===== src/rtl/cordic_pkg.sv =====
// Shared constants and clamp helper for the CORDIC output-stage octant mapper.
package cordic_pkg;

  localparam logic [1:0] Q_PP = 2'b00;
  localparam logic [1:0] Q_NP = 2'b01;
  localparam logic [1:0] Q_NN = 2'b10;
  localparam logic [1:0] Q_PN = 2'b11;

  localparam int OCT_SWAP_BIT = 2;

  localparam int W_DEF      = 13;
  localparam int OFFSET_DEF = 1 << (W_DEF - 2);

  // Clamp v into [lo, hi]; callers detect clamping by comparing result with v.
  function automatic logic signed [31:0] sat_w(
    input logic signed [31:0] v,
    input logic signed [31:0] lo,
    input logic signed [31:0] hi
  );
    logic signed [31:0] r;
    if (v < lo) begin
      r = lo;
    end else if (v > hi) begin
      r = hi;
    end else begin
      r = v;
    end
    return r;
  endfunction

endpackage


===== src/rtl/cordic_sat.sv =====
// Combinational (W+2)-bit to W-bit clamp: unsigned range in offset mode,
// signed range in two's complement mode, with an overflow flag.
module cordic_sat
  import cordic_pkg::*;
#(
  parameter int W = W_DEF
) (
  input  logic signed [W+1:0] i_v,
  input  logic                i_signed_mode,
  output logic        [W-1:0] o_q,
  output logic                o_ovf
);

  localparam logic signed [31:0] S_LO = -(32'sd1 <<< (W - 1));
  localparam logic signed [31:0] S_HI = (32'sd1 <<< (W - 1)) - 32'sd1;
  localparam logic signed [31:0] U_HI = (32'sd1 <<< W) - 32'sd1;

  logic signed [31:0] w_v;
  logic signed [31:0] w_lo;
  logic signed [31:0] w_hi;
  logic signed [31:0] w_c;

  always_comb begin
    w_v = {{(32 - W - 2){i_v[W+1]}}, i_v};
    if (i_signed_mode) begin
      w_lo = S_LO;
      w_hi = S_HI;
    end else begin
      w_lo = 32'sd0;
      w_hi = U_HI;
    end
    w_c   = sat_w(w_v, w_lo, w_hi);
    o_q   = w_c[W-1:0];
    o_ovf = (w_c != w_v);
  end

endmodule


===== src/rtl/cordic_octant_map.sv =====
// Output-stage octant mapper: swap/fold first-octant X/Y, then offset and
// saturate, through a two-stage valid/ready pipeline carrying a sideband tag.
module cordic_octant_map
  import cordic_pkg::*;
#(
  parameter int W      = W_DEF,
  parameter int OFFSET = 1 << (W - 2),
  parameter int TAG_W  = 4
) (
  input  logic             clk,
  input  logic             rst,
  input  logic             in_valid,
  output logic             in_ready,
  input  logic [W-1:0]     xi,
  input  logic [W-1:0]     yi,
  input  logic [2:0]       octant,
  input  logic             signed_out,
  input  logic [TAG_W-1:0] tag_in,
  output logic             out_valid,
  input  logic             out_ready,
  output logic [W-1:0]     xo,
  output logic [W-1:0]     yo,
  output logic             sat,
  output logic [TAG_W-1:0] tag_out,
  output logic [15:0]      sat_count
);

  localparam logic [W+1:0] OFF_V = OFFSET[W+1:0];

  logic               r_s1_valid;
  logic signed [W:0]  r_s1_x;
  logic signed [W:0]  r_s1_y;
  logic               r_s1_mode;
  logic [TAG_W-1:0]   r_s1_tag;

  logic               r_s2_valid;
  logic [W-1:0]       r_xo;
  logic [W-1:0]       r_yo;
  logic               r_sat;
  logic [TAG_W-1:0]   r_tag;
  logic [15:0]        r_sat_cnt;

  logic               w_s2_en;
  logic               w_s1_en;
  logic [W-1:0]       w_xp;
  logic [W-1:0]       w_yp;
  logic signed [W:0]  w_xs;
  logic signed [W:0]  w_ys;
  logic signed [W:0]  w_xf;
  logic signed [W:0]  w_yf;
  logic [W+1:0]       w_off;
  logic signed [W+1:0] w_xv;
  logic signed [W+1:0] w_yv;
  logic [W-1:0]       w_xq;
  logic [W-1:0]       w_yq;
  logic               w_xovf;
  logic               w_yovf;

  assign w_s2_en = !r_s2_valid || out_ready;
  assign w_s1_en = !r_s1_valid || w_s2_en;
  // Registers are cleared during rst, so the block can always advertise room.
  assign in_ready = w_s1_en || rst;

  // Stage-1 datapath: optional X/Y exchange, then quarter sign folding in W+1 bits.
  always_comb begin
    if (octant[OCT_SWAP_BIT]) begin
      w_xp = yi;
      w_yp = xi;
    end else begin
      w_xp = xi;
      w_yp = yi;
    end
    w_xs = {w_xp[W-1], w_xp};
    w_ys = {w_yp[W-1], w_yp};
    case (octant[1:0])
      Q_PP: begin
        w_xf = w_xs;
        w_yf = w_ys;
      end
      Q_NP: begin
        w_xf = -w_xs;
        w_yf = w_ys;
      end
      Q_NN: begin
        w_xf = -w_xs;
        w_yf = -w_ys;
      end
      Q_PN: begin
        w_xf = w_xs;
        w_yf = -w_ys;
      end
      default: begin
        w_xf = w_xs;
        w_yf = w_ys;
      end
    endcase
  end

  // Stage-2 datapath: offset-binary bias in W+2 bits ahead of the clamps.
  always_comb begin
    if (r_s1_mode) begin
      w_off = '0;
    end else begin
      w_off = OFF_V;
    end
    w_xv = {r_s1_x[W], r_s1_x} + w_off;
    w_yv = {r_s1_y[W], r_s1_y} + w_off;
  end

  cordic_sat #(.W(W)) u_sat_x (
    .i_v           (w_xv),
    .i_signed_mode (r_s1_mode),
    .o_q           (w_xq),
    .o_ovf         (w_xovf)
  );

  cordic_sat #(.W(W)) u_sat_y (
    .i_v           (w_yv),
    .i_signed_mode (r_s1_mode),
    .o_q           (w_yq),
    .o_ovf         (w_yovf)
  );

  // Stage-1 register: folded beat, its mode and tag.
  always_ff @(posedge clk) begin
    if (rst) begin
      r_s1_valid <= 1'b0;
      r_s1_x     <= '0;
      r_s1_y     <= '0;
      r_s1_mode  <= 1'b0;
      r_s1_tag   <= '0;
    end else if (w_s1_en) begin
      r_s1_valid <= in_valid;
      if (in_valid) begin
        r_s1_x    <= w_xf;
        r_s1_y    <= w_yf;
        r_s1_mode <= signed_out;
        r_s1_tag  <= tag_in;
      end else begin
        r_s1_x    <= r_s1_x;
        r_s1_y    <= r_s1_y;
        r_s1_mode <= r_s1_mode;
        r_s1_tag  <= r_s1_tag;
      end
    end else begin
      r_s1_valid <= r_s1_valid;
    end
  end

  // Stage-2 register: holds outputs stable while downstream stalls.
  always_ff @(posedge clk) begin
    if (rst) begin
      r_s2_valid <= 1'b0;
      r_xo       <= '0;
      r_yo       <= '0;
      r_sat      <= 1'b0;
      r_tag      <= '0;
    end else if (w_s2_en) begin
      r_s2_valid <= r_s1_valid;
      if (r_s1_valid) begin
        r_xo  <= w_xq;
        r_yo  <= w_yq;
        r_sat <= w_xovf || w_yovf;
        r_tag <= r_s1_tag;
      end else begin
        r_xo  <= r_xo;
        r_yo  <= r_yo;
        r_sat <= r_sat;
        r_tag <= r_tag;
      end
    end else begin
      r_s2_valid <= r_s2_valid;
    end
  end

  // Saturated-beat counter, counting only delivered beats and sticking at all-ones.
  always_ff @(posedge clk) begin
    if (rst) begin
      r_sat_cnt <= 16'h0000;
    end else if (r_s2_valid && out_ready && r_sat && (r_sat_cnt != 16'hFFFF)) begin
      r_sat_cnt <= r_sat_cnt + 16'h0001;
    end else begin
      r_sat_cnt <= r_sat_cnt;
    end
  end

  assign out_valid = r_s2_valid;
  assign xo        = r_xo;
  assign yo        = r_yo;
  assign sat       = r_sat;
  assign tag_out   = r_tag;
  assign sat_count = r_sat_cnt;

endmodule


===== config.mk =====
export PLATFORM = sky130hd
export DESIGN_NAME = cordic_octant_map
export DESIGN_NICKNAME = d
export VERILOG_FILES = /design/src/rtl/cordic_pkg.sv /design/src/rtl/cordic_sat.sv /design/src/rtl/cordic_octant_map.sv
export SDC_FILE = /design/constraint.sdc
export NUM_CORES = 1
export LEC_CHECK = 0
export ABC_AREA = 0
export BUFFER_PORTS_ARGS = -buffer_cell sky130_fd_sc_hd__buf_2
export CAP_MARGIN = 20
export CORE_UTILIZATION = 58
export CTS_BUF_LIST = sky130_fd_sc_hd__clkbuf_4 sky130_fd_sc_hd__clkbuf_8
export DETAILED_ROUTE_END_ITERATION = 16
export GPL_ROUTABILITY_DRIVEN = 0
export HOLD_SLACK_MARGIN = 0.02
export PLACE_DENSITY = 0.83
export REMOVE_ABC_BUFFERS = 1
export SETUP_SLACK_MARGIN = 0.1
export SYNTH_ARGS = -nofsm -noshare
export SYNTH_HDL_FRONTEND = slang
export SYNTH_SLANG_ARGS = --single-unit

===== constraint.sdc =====
create_clock -name clk -period 4.2 [get_ports clk]
set_input_delay 0.84 -clock clk [delete_from_list [all_inputs] [get_ports clk]]
set_output_delay 0.84 -clock clk [all_outputs]
set_load 0.03 [all_outputs]

==> run_results.csv <==
group,metric,value,unit
power,power_density,345,mW/mm²
clocking,cts-hold-fix-buffers,0,
finish,layout_common_cells,"buf_2, dfxtp_1, nand2_1",
setup_path,cp.arrival,3710,ps
setup_path,r2r_setup_slack,740,ps
sta,finalClockSkew,18.3,ps
sta,finalSetupViolations,0,
sta,fmax,289,MHz
setup_path,critPathRequiredTime,4450,ps
synth,synth-seq-cells,82,
floorplanning,die_area,0.00851,mm²
sta,slew_viol_final,0,
finish,register_area,0.00164,mm²
setup_path,crit_fanout,14,
synth,yosys_warnings,0,
synth,ys_seq_area_frac,0.347,
global_route,grt_start_max_net_pins,62,
synth,synthDistinctLibCells,68,
hold_path,min_path_type,"flop to flop",
floorplanning,core.rowCount,32,
synth,avgSynthCellArea,8.05,µm²
clocking,tritoncts,"done",
hold_path,holdPathEnd,"yo[4]",
clocking,cts.htree.levels,3,
sta,setup_tns,0,ps
sta,relSlewSlack,0.314,
synth,synth_edf_count,0,
floorplanning,die_y,92.3,µm
power,p_leak,2.21,nW
floorplanning,num_io_pins,87,
floorplanning,initial_utilization,0.605,
drt,drt-pass1-iter-count,5,
finish,final_layout_size_suffix_gt1_frac,0.188,
setup_path,r2r-start,"r_s1_mode",
floorplanning,coreArea,0.00781,mm²
finish,nets,709,
sta,hold_viol_final,0,
clocking,numClockSinks,82,
sta,grt_setup_unrepaired,"false",
clocking,cts-root-buf,"clkbuf_8",
finish,multi_input_area,0.00289,mm²
finish,final_common_cell,"buf_2",
sta,timing.hold.ws,446,ps
clocking,post_cts_resize_count,0,
power,ir_drop,0.184,mV
setup_path,cp-start-kind,"flop",
drt,wirelength,11.9,mm
hold_path,hold_path_depth,2,
global_route,grt_pass1_wl,19.5,mm
drt,wl_per_cell,15.6,µm
clocking,clockBufferDepth,2,
global_route,antenna_found_initial,0,
clocking,numCtsBuffers,9,
run_status,status,"finished clean",
floorplanning,die_x,92.3,µm
job,max_cap_viol_count,0,
setup_path,r2r_end,"sat",
clocking,worstSkewPairLatency,370,ps
global_route,grt_overflow,0,
setup_path,crit_path_end_kind,"flop",
clocking,clk_pin_slew,90,ps
synth,syn_inst,587,
global_route,grt_pass1_vias,4181,
setup_path,reg2reg_depth,12,
hold_path,hold_path_startpoint,"yo[4]",
finish,area_growth,13.6,%
drt,vias_per_cell,5.98,
global_route,grt_usage,0.287,
placed_design,portBuffers,86,
drt,antenna_left,0,
synth,synth_flop_cell,"dfxtp_1",
sta,min_period,3460,ps
clocking,cts_setup_buffers,0,
placed_design,dp_hpwl,8.65,mm
finish,nFillCells,629,
drt,drt_iter0_drc,256,
drt,vias,4564,
synth,synth_async_sr_flop_share,0,
finish,antennaDiodeCount,0,
synth,syn_area,0.00473,mm²
sta,tightest_slew,1020,ps
setup_path,worstSetupPathType,"flop to flop",
sta,finalCritPeriodShare,0.824,
drt,drc,0,
## critical path, cell delays in order (launching register included)
cell and delay (ps):
dfxtp_1 610, inv_1 320, ha_1 320, ha_1 260, nand2b_1 130, and2_1 200, inv_1 60, ha_1 270
nor2b_1 170, o31a_1 280, mux2_2 370, a311oi_1 240, a31oi_1 110
## kinds of logic (layout without fill, tap and decap cells)
family | Yosys count | in the layout | synth area share
flops | 82 | 82 | 0.347
compound gates | 137 | 137 | 0.187
mux | 34 | 34 | 0.0755
xor+xnor | 22 | 22 | 0.0408
fa+ha+maj | 15 | 15 | 0.0397
simple gates | 254 | 254 | 0.269
buf+inv | 43 | 117 | 0.0408
## state kept, by name, indices dropped and copies added (netlist names), 4 cells and up
signal	cells
sat_count	16
r_s1_tag	4
tag_out	4
xo	13
yo	13
r_s1_x	14
r_s1_y	14
## cell usage after synthesis (4+ instances only)
cell type,number,area share
xnor2_1,15,0.028
o21ai_0,40,0.042
mux2_1,6,0.014
ha_1,15,0.040
o21ai_1,9,0.0095
and4_1,4,0.0074
buf_2,4,0.0042
a211oi_1,8,0.013
nand2_1,79,0.063
nor2_1,66,0.052
clkbuf_1,19,0.015
a31oi_1,4,0.0053
nand2b_1,13,0.017
nor2b_1,6,0.0079
and2_1,4,0.0053
nand3_1,12,0.013
xor2_1,7,0.013
dfxtp_1,82,0.35
mux2i_1,23,0.049
nor4_1,13,0.017
a21oi_1,35,0.037
mux2_2,4,0.0095
inv_1,11,0.0087
nand4_1,11,0.015
nor3_1,14,0.015
buf_1,4,0.0032
and3_1,10,0.013
nor3b_1,7,0.011
## per-layer routing
layer	GRT usage	wire, µm
met1	0.380	5510
met2	0.457	5410
met3	0.0531	666
met4	0.124	283
met5	0	0
## per-stage QoR
| stage | instance area [µm²] | cells | total power, mW | setup slack [ps] | util |
|---|---|---|---|---|---|
| after floorplan | 4580 | 556 | 1.12 | 1230 | - |
| after global placement | 5160 | 747 | 1.24 | 1000 | 0.661 |
| after detailed placement | 5160 | 747 | 1.25 | 829 | 0.661 |
| after CTS | 5370 | 763 | 1.85 | 813 | 0.688 |
| after global routing | 5370 | 763 | 1.93 | 452 | 0.688 |
| final | 5370 | 763 | 1.85 | 739 | 0.688 |
## power by group
part / internal [mW] / total (mW) / switching (mW)
Sequential: 0.819 / 0.861 / 0.0414
Combinational: 0.145 / 0.386 / 0.241
Clock: 0.297 / 0.608 / 0.310
## final cells by class
cell class	instances	share of cell area
inverter	12	0.00839
sequential	82	0.306
multi-input combinational	462	0.539
timing repair buffer	89	0.0844
clock inverter	6	0.0135
clock buffer	10	0.0256
tap	102	0.0238
## worst max path at each step
stage,start,endpoint,slack (ps),cells after the start
final,r_s1_mode,sat,740,12
after global routing,r_s1_mode,sat,450,12
after CTS,r_s1_mode,sat,810,12
after detailed placement,r_s1_mode,sat,830,12
after global placement,r_s1_mode,sat,1000,12
after floorplan,r_s1_mode,sat,1230,12
(Power assumes the default switching activity.)
